### config.mk
export PLATFORM = sky130hd
export DESIGN_NAME = spi_master_flat
export DESIGN_NICKNAME = d
export VERILOG_FILES = /design/src/rtl/spi_master_if.sv /design/src/rtl/spi_master.sv /design/src/flat_wrapper.sv
export SDC_FILE = /design/constraint.sdc
export NUM_CORES = 1
export LEC_CHECK = 0
export BUFFER_PORTS_ARGS = -buffer_cell sky130_fd_sc_hd__buf_2
export CORE_ASPECT_RATIO = 2
export CORE_UTILIZATION = 56
export CTS_CLUSTER_SIZE = 10
export DETAILED_ROUTE_END_ITERATION = 6
export GPL_TIMING_DRIVEN = 0
export PLACE_DENSITY = 0.78
export SLEW_MARGIN = 25
export SYNTH_ARGS = -nofsm -noshare
export SYNTH_HDL_FRONTEND = slang
export SYNTH_SLANG_ARGS = --single-unit
### constraint.sdc
create_clock -name clk -period 5 [get_ports clk]
set_clock_uncertainty 0.2 [all_clocks]
set_input_delay 1.5 -clock clk [delete_from_list [all_inputs] [get_ports clk]]
set_output_delay 1.5 -clock clk [all_outputs]
set_load 0.02 [all_outputs]
### src/rtl/spi_master_if.sv
// Host handshake and SPI pin bundle for spi_master.
// The master modport is the DUT's view; the slave modport is the host/pin side.
interface spi_master_if;
    logic       start;
    logic [7:0] tx_data;
    logic [1:0] mode;
    logic       busy;
    logic       done;
    logic [7:0] rx_data;
    logic       SCK;
    logic       SS;
    logic       MOSI;
    logic       MISO;

    modport master (
        input  start, tx_data, mode, MISO,
        output busy, done, rx_data, SCK, SS, MOSI
    );

    modport slave (
        output start, tx_data, mode, MISO,
        input  busy, done, rx_data, SCK, SS, MOSI
    );
endinterface

### src/rtl/spi_master.sv
// Byte-wide SPI master: start/busy/done host handshake, all four SPI modes, MSB first.
// SCK half-period is CLK_DIV system clocks; every output comes straight from a flop.
module spi_master #(
    parameter int unsigned CLK_DIV = 2
) (
    input logic          clk,
    input logic          rst_n,
    spi_master_if.master bus
);
    localparam logic [7:0] DIV_LAST = 8'(CLK_DIV - 1);

    typedef enum logic [2:0] {IDLE, LEAD, SHIFT, TRAIL, GAP} state_t;

    state_t     state_q, state_d;
    logic [7:0] div_cnt_q, div_cnt_d;
    logic [3:0] edge_cnt_q, edge_cnt_d;
    logic [7:0] tx_shift_q, tx_shift_d;
    logic [7:0] rx_shift_q, rx_shift_d;
    logic [7:0] rx_data_q, rx_data_d;
    logic [1:0] mode_q, mode_d;
    logic       sck_q, sck_d;
    logic       ss_q, ss_d;
    logic       mosi_q, mosi_d;
    logic       busy_q, busy_d;
    logic       done_q, done_d;
    logic       div_end, leading, capture, advance;

    always_comb begin
        state_d    = state_q;
        div_cnt_d  = div_cnt_q;
        edge_cnt_d = edge_cnt_q;
        tx_shift_d = tx_shift_q;
        rx_shift_d = rx_shift_q;
        rx_data_d  = rx_data_q;
        mode_d     = mode_q;
        sck_d      = sck_q;
        ss_d       = ss_q;
        mosi_d     = mosi_q;
        busy_d     = busy_q;
        done_d     = 1'b0;
        div_end    = (div_cnt_q == DIV_LAST);
        // edge_cnt holds the index of the upcoming toggle, so even indices are leading edges
        leading    = ~edge_cnt_q[0];
        capture    = 1'b0;
        advance    = 1'b0;

        case (state_q)
            IDLE: begin
                if (bus.start) begin
                    state_d    = LEAD;
                    tx_shift_d = bus.tx_data;
                    rx_shift_d = 8'h00;
                    mode_d     = bus.mode;
                    mosi_d     = bus.tx_data[7];
                    sck_d      = bus.mode[1];
                    ss_d       = 1'b0;
                    busy_d     = 1'b1;
                    div_cnt_d  = 8'd0;
                    edge_cnt_d = 4'd0;
                end
            end
            LEAD, SHIFT: begin
                if (div_end) begin
                    div_cnt_d  = 8'd0;
                    sck_d      = ~sck_q;
                    edge_cnt_d = edge_cnt_q + 4'd1;
                    if (mode_q[0]) begin
                        capture = ~leading;
                        advance = leading && (edge_cnt_q != 4'd0);
                    end else begin
                        capture = leading;
                        advance = ~leading && (edge_cnt_q != 4'd15);
                    end
                    state_d = (edge_cnt_q == 4'd15) ? TRAIL : SHIFT;
                end else begin
                    div_cnt_d = div_cnt_q + 8'd1;
                end
            end
            TRAIL: begin
                if (div_end) begin
                    div_cnt_d = 8'd0;
                    state_d   = GAP;
                    ss_d      = 1'b1;
                    done_d    = 1'b1;
                    rx_data_d = rx_shift_q;
                end else begin
                    div_cnt_d = div_cnt_q + 8'd1;
                end
            end
            GAP: begin
                if (div_end) begin
                    div_cnt_d = 8'd0;
                    state_d   = IDLE;
                    busy_d    = 1'b0;
                end else begin
                    div_cnt_d = div_cnt_q + 8'd1;
                end
            end
            default: state_d = IDLE;
        endcase

        if (capture) begin
            rx_shift_d = {rx_shift_q[6:0], bus.MISO};
        end
        if (advance) begin
            tx_shift_d = {tx_shift_q[6:0], 1'b0};
            mosi_d     = tx_shift_q[6];
        end
    end

    always_ff @(posedge clk or negedge rst_n) begin
        if (!rst_n) begin
            state_q    <= IDLE;
            div_cnt_q  <= 8'd0;
            edge_cnt_q <= 4'd0;
            tx_shift_q <= 8'h00;
            rx_shift_q <= 8'h00;
            rx_data_q  <= 8'h00;
            mode_q     <= 2'b00;
            sck_q      <= 1'b0;
            ss_q       <= 1'b1;
            mosi_q     <= 1'b0;
            busy_q     <= 1'b0;
            done_q     <= 1'b0;
        end else begin
            state_q    <= state_d;
            div_cnt_q  <= div_cnt_d;
            edge_cnt_q <= edge_cnt_d;
            tx_shift_q <= tx_shift_d;
            rx_shift_q <= rx_shift_d;
            rx_data_q  <= rx_data_d;
            mode_q     <= mode_d;
            sck_q      <= sck_d;
            ss_q       <= ss_d;
            mosi_q     <= mosi_d;
            busy_q     <= busy_d;
            done_q     <= done_d;
        end
    end

    assign bus.busy    = busy_q;
    assign bus.done    = done_q;
    assign bus.rx_data = rx_data_q;
    assign bus.SCK     = sck_q;
    assign bus.SS      = ss_q;
    assign bus.MOSI    = mosi_q;
endmodule
### src/flat_wrapper.sv
// flat-port wrapper written by rule: the top's interface ports become plain ports
module spi_master_flat 
#(
    parameter int unsigned CLK_DIV = 2
)
  (clk, rst_n, bus_start, bus_tx_data, bus_mode, bus_MISO, bus_busy, bus_done, bus_rx_data, bus_SCK, bus_SS, bus_MOSI);
  spi_master_if bus_i ();
  input logic clk;
  input logic rst_n;
  input wire logic [$bits(bus_i.start)-1:0] bus_start;
  input wire logic [$bits(bus_i.tx_data)-1:0] bus_tx_data;
  input wire logic [$bits(bus_i.mode)-1:0] bus_mode;
  input wire logic [$bits(bus_i.MISO)-1:0] bus_MISO;
  output wire logic [$bits(bus_i.busy)-1:0] bus_busy;
  output wire logic [$bits(bus_i.done)-1:0] bus_done;
  output wire logic [$bits(bus_i.rx_data)-1:0] bus_rx_data;
  output wire logic [$bits(bus_i.SCK)-1:0] bus_SCK;
  output wire logic [$bits(bus_i.SS)-1:0] bus_SS;
  output wire logic [$bits(bus_i.MOSI)-1:0] bus_MOSI;
  assign bus_i.start = bus_start;
  assign bus_i.tx_data = bus_tx_data;
  assign bus_i.mode = bus_mode;
  assign bus_i.MISO = bus_MISO;
  assign bus_busy = bus_i.busy;
  assign bus_done = bus_i.done;
  assign bus_rx_data = bus_i.rx_data;
  assign bus_SCK = bus_i.SCK;
  assign bus_SS = bus_i.SS;
  assign bus_MOSI = bus_i.MOSI;
  spi_master #(.CLK_DIV(CLK_DIV)) u_core (.clk(clk), .rst_n(rst_n), .bus(bus_i));
endmodule
==> results of run 1 <==
## metrics by stage
stage / utilization [%] / total power [mW]
floorplan: - / 0.9782
global placement: 63.96 / 1.111
detailed placement: 63.96 / 1.133
CTS: 67.15 / 1.411
global route: 67.22 / 1.502
finish: 67.22 / 1.403
## flip-flops by register name, indices dropped and copies added, names as in the netlist
name and count:
u_core.edge_cnt_q 4, u_core.tx_shift_q 7, u_core.mode_q 1, u_core.bus.SCK 1, u_core.bus.SS 1, u_core.div_cnt_q 8, u_core.rx_shift_q 8, u_core.bus.MOSI 1
u_core.bus.done 1, u_core.bus.busy 1, u_core.state_q 3, u_core.bus.rx_data 8
## power breakdown
group,switching (mW),internal [mW]
Combinational,0.317,0.222
Sequential,0.102,0.484
Clock,0.128,0.151
Total,0.547,0.857
## layout make-up
class                   count  area, µm²
fillers                   288       1182
inverters                   5      18.77
flip-flops and latches     44       1102
well taps                  49      61.31
plain buffers              12      55.05
clock buffers               5      68.82
repair buffers             26      132.6
multi-input cells         141      939.7
clock inverters             3      46.29
## synth_stat cells, types with 2 or more instances
| cell | number | area (µm²) |
|---|---|---|
| nand3_1 | 12 | 60.06 |
| nor4_1 | 3 | 18.77 |
| o31ai_1 | 2 | 15.01 |
| xor2_1 | 2 | 17.52 |
| mux2_2 | 9 | 101.4 |
| a21o_1 | 3 | 22.52 |
| nand2b_1 | 3 | 18.77 |
| or3_1 | 3 | 18.77 |
| and3_1 | 10 | 62.56 |
| nor3b_1 | 4 | 30.03 |
| o21ai_0 | 18 | 90.09 |
| buf_2 | 5 | 25.02 |
| a221o_1 | 8 | 80.08 |
| a311oi_1 | 2 | 17.52 |
| o22ai_1 | 2 | 12.51 |
| nor2_1 | 4 | 15.01 |
| ha_1 | 4 | 50.05 |
| or2_2 | 2 | 12.51 |
| inv_1 | 5 | 18.77 |
| nand4_1 | 2 | 12.51 |
| clkbuf_1 | 6 | 22.52 |
| a21oi_1 | 4 | 20.02 |
| nand2_1 | 23 | 86.33 |
| dfrtp_1 | 43 | 1076 |
| and2_1 | 3 | 18.77 |
## cell families after synthesis
group / after synthesis
compound gates: 47
simple gates: 78
flops: 44
xor+xnor: 3
buf+inv: 17
mux: 9
fa+ha+maj: 4
## tightest hold or removal path, stage by stage (launching register included)
cell and delay (ns):
dfstp_2 0.38, nand2_1 0.05, nand2_1 0.05
## how the worst min path moves through the flow
stage	to	slack [ns]	cells after the start
detailed placement	u_core.bus.SS	0.26	2
CTS	u_core.bus.SS	0.27	2
finish	u_core.bus.SS	0.27	2
global route	u_core.bus.SS	0.28	2
global placement	u_core.bus.SS	0.25	2
floorplan	u_core.mode_q[0]	0.26	2
## layer usage
| metal | vias to the layer above | global-route usage [%] | routed length (µm) |
|---|---|---|---|
| met5 | - | 0 | 0 |
| met1 | 777 | 25.80 | 1671 |
| met2 | 35 | 42.86 | 2445 |
| met3 | 10 | 4.040 | 108 |
| li1 | 800 | - | - |
| met4 | 0 | 10.19 | 99 |
==> key figures, run 1 <==
Logic synthesis
  • Post-Synth XOR/XNOR Area: 1.242%
  • Main combinational cell family by area after synthesis: simple AND/OR/NAND/NOR gates
  • Synth Area in Compound Gates: 15.20%
  • Distinct cell type count after synthesis: 45
  • Mapped Cells: 202
  • Mean Syn Cell Area: 10.47 µm²
  • Post-synthesis mux area share: 4.790%
  • #FFs+latches synth: 44
  • Post-synth ARST share: 100.0%
  • EDFF count, synth: 0
  • Syn nets: 220
  • Synthesized cell area: 2116 µm²
  • Synth Area in Simple Gates: 20.82%
  • Sequential area share after synthesis: 52.10%
  • Most common flop cell mapped by yosys: dfrtp_1
  • Post-Synth Adder-Cell Area: 2.365%
  • YS warnings: 0

Final layout
  • Most frequent cells in the layout: dfrtp_1, buf_2, nand2_1
  • Antenna Cells: 0
  • Commonest non-fill, non-tap cell in the layout: dfrtp_1
  • # nets final: 253
  • Final Cell Area: 2425 µm²
  • Layout cells sized above 1: 24.15%
  • Area Overhead vs Synth: 14.61%
  • Fin cells: 285

Critical path
  • Worst Setup SP: u_core.bus.SS
  • Crit path launch type: flip-flop
  • Crit-path max cell delay: 0.54 ns
  • Crit path kind: reg2out
  • Worst-path maximum fanout: 2
  • Worst Setup End Kind: primary output
  • CP max stage cell: dfstp_2
  • Worst r2r src: u_core.state_q[2]
  • Critical Path AT: 0.99 ns
  • Critical path endpoint: bus_SS
  • Internal reg-to-reg setup slack: 2.60 ns
  • Worst R2R Path Depth: 6
  • CP bufs+invs: 1
  • Req. time, crit path: 3.30 ns
  • Crit path cell chain: buf_2
  • Critical path depth: 1
  • Delay-heaviest family, CP: flip-flops
  • Reg-to-Reg End: u_core.tx_shift_q[3]

Die
  • DIE AREA: 4043 µm²
  • Initial Util: 58.65%
  • # rows: 31
  • Ports: 27
  • Die Span X: 45.47 µm
  • Height of the die: 88.93 µm
  • Core box area: 3607 µm²

Clock tree
  • Hold buffer count at cts: 0
  • Clock Path Buffers: 2
  • TritonCTS buffer count: 5
  • Worst-path clk slew: 0.09 ns
  • Post-CTS Setup Repair Bufs: 0
  • H-tree depth: 2
  • CTS tree: done
  • Skew-Pair Late Insertion Delay: 0.30 ns
  • Clk sink count: 44
  • Clock root buffer: clkbuf_8
  • Resized cells post-CTS: 0

Detailed routing
  • Detailed-route via count: 1,622
  • Vias/cell: 5.691
  • Final ANT Viol Nets: 0
  • First drt pass iteration count: 4
  • DRC: 0
  • Initial DRC count: 37
  • Final wirelength: 4325 µm
  • WL per Instance: 15.18 µm

Outcome
  • Status: finished, final reports clean

Placement
  • Cell area after placement: 2307 µm²
  • Dpl hpwl: 3243 µm
  • Dpl ws: 2.070 ns
  • Inst Count DP: 277
  • PortBufs: 26
  • RePlAce Congestion: 0.8100

Job
  • MaxCap Viol Count: 0

STA
  • Final setup viols: 0
  • Final Cycle Share: 53.84%
  • Final Hold Fails: 0
  • RSZ-0062 raised after global routing: false
  • Tmin final: 2.692 ns
  • Max Freq: 371.5 MHz
  • Max Slew Vio Count: 0
  • Worst hold slack: 0.2676 ns
  • Setup_tns: 0 ns
  • Pin slew with the least headroom to its limit: 0.7195 ns
  • Setup WS post-layout: 2.308 ns
  • Slew margin rel.: 51.66%

GRT
  • Total track usage: 23.71%
  • Largest net degree at the start of global routing: 45
  • Initial antenna violation count: 0
  • GRT overflow: 0
  • Global-route wire length before repair: 6996 µm
  • Vias in the first global route: 1,598

Power
  • Pleak: 1.165 nW
  • Cell Pwr Density: 578.7 nW/µm²
  • Peak VDD IR: 0.4386 mV

Hold path
  • Min-delay src: u_core.bus.SS
  • HP Class: reg2reg
Power figures use the tool's default switching activity.
==> run 2, diff against run 1 <==
--- a/config.mk
+++ b/config.mk
@@ -7,11 +7,11 @@
 export LEC_CHECK = 0
 export BUFFER_PORTS_ARGS = -buffer_cell sky130_fd_sc_hd__buf_2
 export CORE_ASPECT_RATIO = 2
-export CORE_UTILIZATION = 56
+export CORE_UTILIZATION = 51
 export CTS_CLUSTER_SIZE = 10
 export DETAILED_ROUTE_END_ITERATION = 6
 export GPL_TIMING_DRIVEN = 0
-export PLACE_DENSITY = 0.78
+export PLACE_DENSITY = 0.74
 export SLEW_MARGIN = 25
 export SYNTH_ARGS = -nofsm -noshare
 export SYNTH_HDL_FRONTEND = slang
==> constraint.sdc (replaced) <==
create_clock -name clk -period 2.2 [get_ports clk]
set_clock_uncertainty 0.2 [all_clocks]
set_input_delay 0.66 -clock clk [delete_from_list [all_inputs] [get_ports clk]]
set_output_delay 0.66 -clock clk [all_outputs]
set_load 0.02 [all_outputs]
==> key figures, run 2 (synthesized netlist as in run 1, its figures left out) <==
Outcome
  • Status: finished with violations (was finished, final reports clean)
  • Failing checks: setup timing

Job
  • MaxCap Viol Count: 0 (unchanged)

Clock tree
  • H-tree depth: 2 (unchanged)
  • TritonCTS buffer count: 5 (unchanged)
  • Hold buffer count at cts: 0 (unchanged)
  • CTS tree: done (unchanged)
  • Worst-path clk slew: 0.09 ns (about the same)
  • Skew-Pair Late Insertion Delay: 0.30 ns (about the same)
  • Clk sink count: 44 (unchanged)
  • Clock root buffer: clkbuf_8 (unchanged)
  • Clock Path Buffers: 2 (unchanged)

Detailed routing
  • Final ANT Viol Nets: 0 (unchanged)
  • Detailed-route via count: 1,697 (was 1,622)
  • Initial DRC count: 45 (was 37)
  • DRC: 0 (unchanged)
  • First drt pass iteration count: 5 (was 4)
  • WL per Instance: 15.31 µm (was 15.18 µm)
  • Final wirelength: 4517 µm (was 4325 µm)
  • Vias/cell: 5.753 (was 5.691)

Die
  • Die Span X: 47.55 µm (was 45.47 µm)
  • Core box area: 3924 µm² (was 3607 µm²)
  • Ports: 27 (unchanged)
  • Height of the die: 93.09 µm (was 88.93 µm)
  • Initial Util: 53.92% (was 58.65%)
  • DIE AREA: 4426 µm² (was 4043 µm²)
  • # rows: 32 (was 31)

Critical path
  • Crit path launch type: flip-flop (unchanged)
  • Worst R2R Path Depth: 5 (was 6)
  • Crit path kind: reg2reg (was reg2out)
  • Reg-to-Reg End: u_core.tx_shift_q[5] (was u_core.tx_shift_q[3])
  • Critical Path AT: 2.19 ns (was 0.99 ns)
  • Req. time, crit path: 2.18 ns (was 3.30 ns)
  • Worst r2r src: u_core.div_cnt_q[4] (was u_core.state_q[2])
  • Worst Setup End Kind: flip-flop (was primary output)
  • Internal reg-to-reg setup slack: -0.009 ns (was 2.60 ns)
  • Worst-path maximum fanout: 7 (was 2)

GRT
  • GR peak layer: met2 (unchanged)
  • Vias in the first global route: 1,715 (was 1,598)
  • Largest net degree at the start of global routing: 45 (unchanged)
  • Grt met2 use: 40.64% (was 42.86%)
  • Global-route wire length before repair: 7638 µm (was 6996 µm)
  • GRT overflow: 0 (unchanged)
  • Initial antenna violation count: 0 (unchanged)
  • Grt met3 use: 4.247% (was 4.040%)
  • Total track usage: 23.81% (was 23.71%)
  • M1 GR Usage: 26.78% (was 25.80%)

Power
  • Pleak: 1.227 nW (was 1.165 nW)
  • Peak VDD IR: 0.8823 mV (was 0.4386 mV)
  • Cell Pwr Density: 1321 nW/µm² (was 578.7 nW/µm²)

STA
  • Max Freq: 452.7 MHz
  • Tmin final: 2.209 ns
  • Worst hold slack: 0.1426 ns (was 0.2676 ns)
  • Pin slew with the least headroom to its limit: 0.5674 ns (was 0.7195 ns)
  • Final Cycle Share: 100.4%
  • Final setup viols: 2 (was 0)
  • Slew margin rel.: 61.85% (was 51.66%)
  • Setup WS post-layout: -0.009080 ns (was 2.308 ns)
  • Final Hold Fails: 0 (unchanged)
  • RSZ-0062 raised after global routing: true (was false)
  • Max Slew Vio Count: 0 (unchanged)

Final layout
  • Commonest non-fill, non-tap cell in the layout: dfrtp_1 (unchanged)
  • # nets final: 261 (was 253)
  • Post-layout util: 64.92% (was 67.22%)
  • Layout cells sized above 1: 30.33% (was 24.15%)
  • Antenna Cells: 0 (unchanged)
  • Fin cells: 295 (was 285)
  • Filler cells: 350 (was 288)
  • Area of the multi-input gates: 977.2 µm² (was 939.7 µm²)
  • Reg area: 1104 µm² (was 1102 µm²)
  • Area Overhead vs Synth: 20.40% (was 14.61%)
  • Final Cell Area: 2547 µm² (was 2425 µm²)
  • Most frequent cells in the layout: dfrtp_1, buf_2, nand2_1 (unchanged)

Placement
  • RePlAce Congestion: 0.8119 (was 0.8100)
  • Dpl ws: -0.2077 ns (was 2.070 ns)
  • Cell area after placement: 2310 µm² (was 2307 µm²)
  • Dpl hpwl: 3166 µm (was 3243 µm)
  • PortBufs: 26 (unchanged)
  • Inst Count DP: 279 (was 277)

Hold path
  • HP Class: in2async (was reg2reg)
[run 2: timing repair]
item,in CTS,in global routing
setup buffers,2,6
setup endpoints to repair,29,31
hold endpoints to repair,0,0
gates resized for setup,5,20
pin swaps,1,3
[run 2: area by class of cell]
type,count,share of cell area (%)
well taps,51,2.505
repair buffers,34,7.564
multi-input cells,141,38.36
flip-flops and latches,44,43.32
clock inverters,3,1.866
inverters,5,0.7367
plain buffers,12,2.947
clock buffers,5,2.701
[run 2: critical path, cell delays in order (launching register included)]
cell     delay [ns]
dfrtp_2        0.44
or4_4          0.59
nor4_4         0.26
buf_4          0.18
a21oi_4        0.08
a221o_1        0.35
[run 2: worst max path at each step]
stage,start,end,cells after the start
2_1_floorplan,u_core.div_cnt_q[1],u_core.tx_shift_q[1],6
3_3_place_gp,u_core.state_q[2],u_core.tx_shift_q[6],6
3_5_place_dp,u_core.state_q[2],u_core.tx_shift_q[1],6
4_1_cts,u_core.div_cnt_q[1],u_core.tx_shift_q[1],7
5_1_grt,u_core.div_cnt_q[1],u_core.bus.MOSI,7
6_report,u_core.div_cnt_q[4],u_core.tx_shift_q[5],5
[run 2: power breakdown]
part	leakage (nW)	switching (mW)	internal, mW
clock	0.0583	0.285	0.342
combinational	0.596	0.764	0.621
sequential	0.573	0.251	1.10
total	1.23	1.30	2.06
[run 2: per-layer routing]
layer	vias up	routed length [µm]
met5	-	0
li1	818	-
met2	44	2498
met1	820	1733
met4	0	148
met3	15	136
[run 2: per-stage QoR]
stage	power, mW	TNS [ns]
floorplan	2.223	0
global placement	2.522	-2.653
detailed placement	2.567	-2.817
CTS	3.246	-0.005437
global route	3.604	-0.6499
finish	3.365	-0.01592
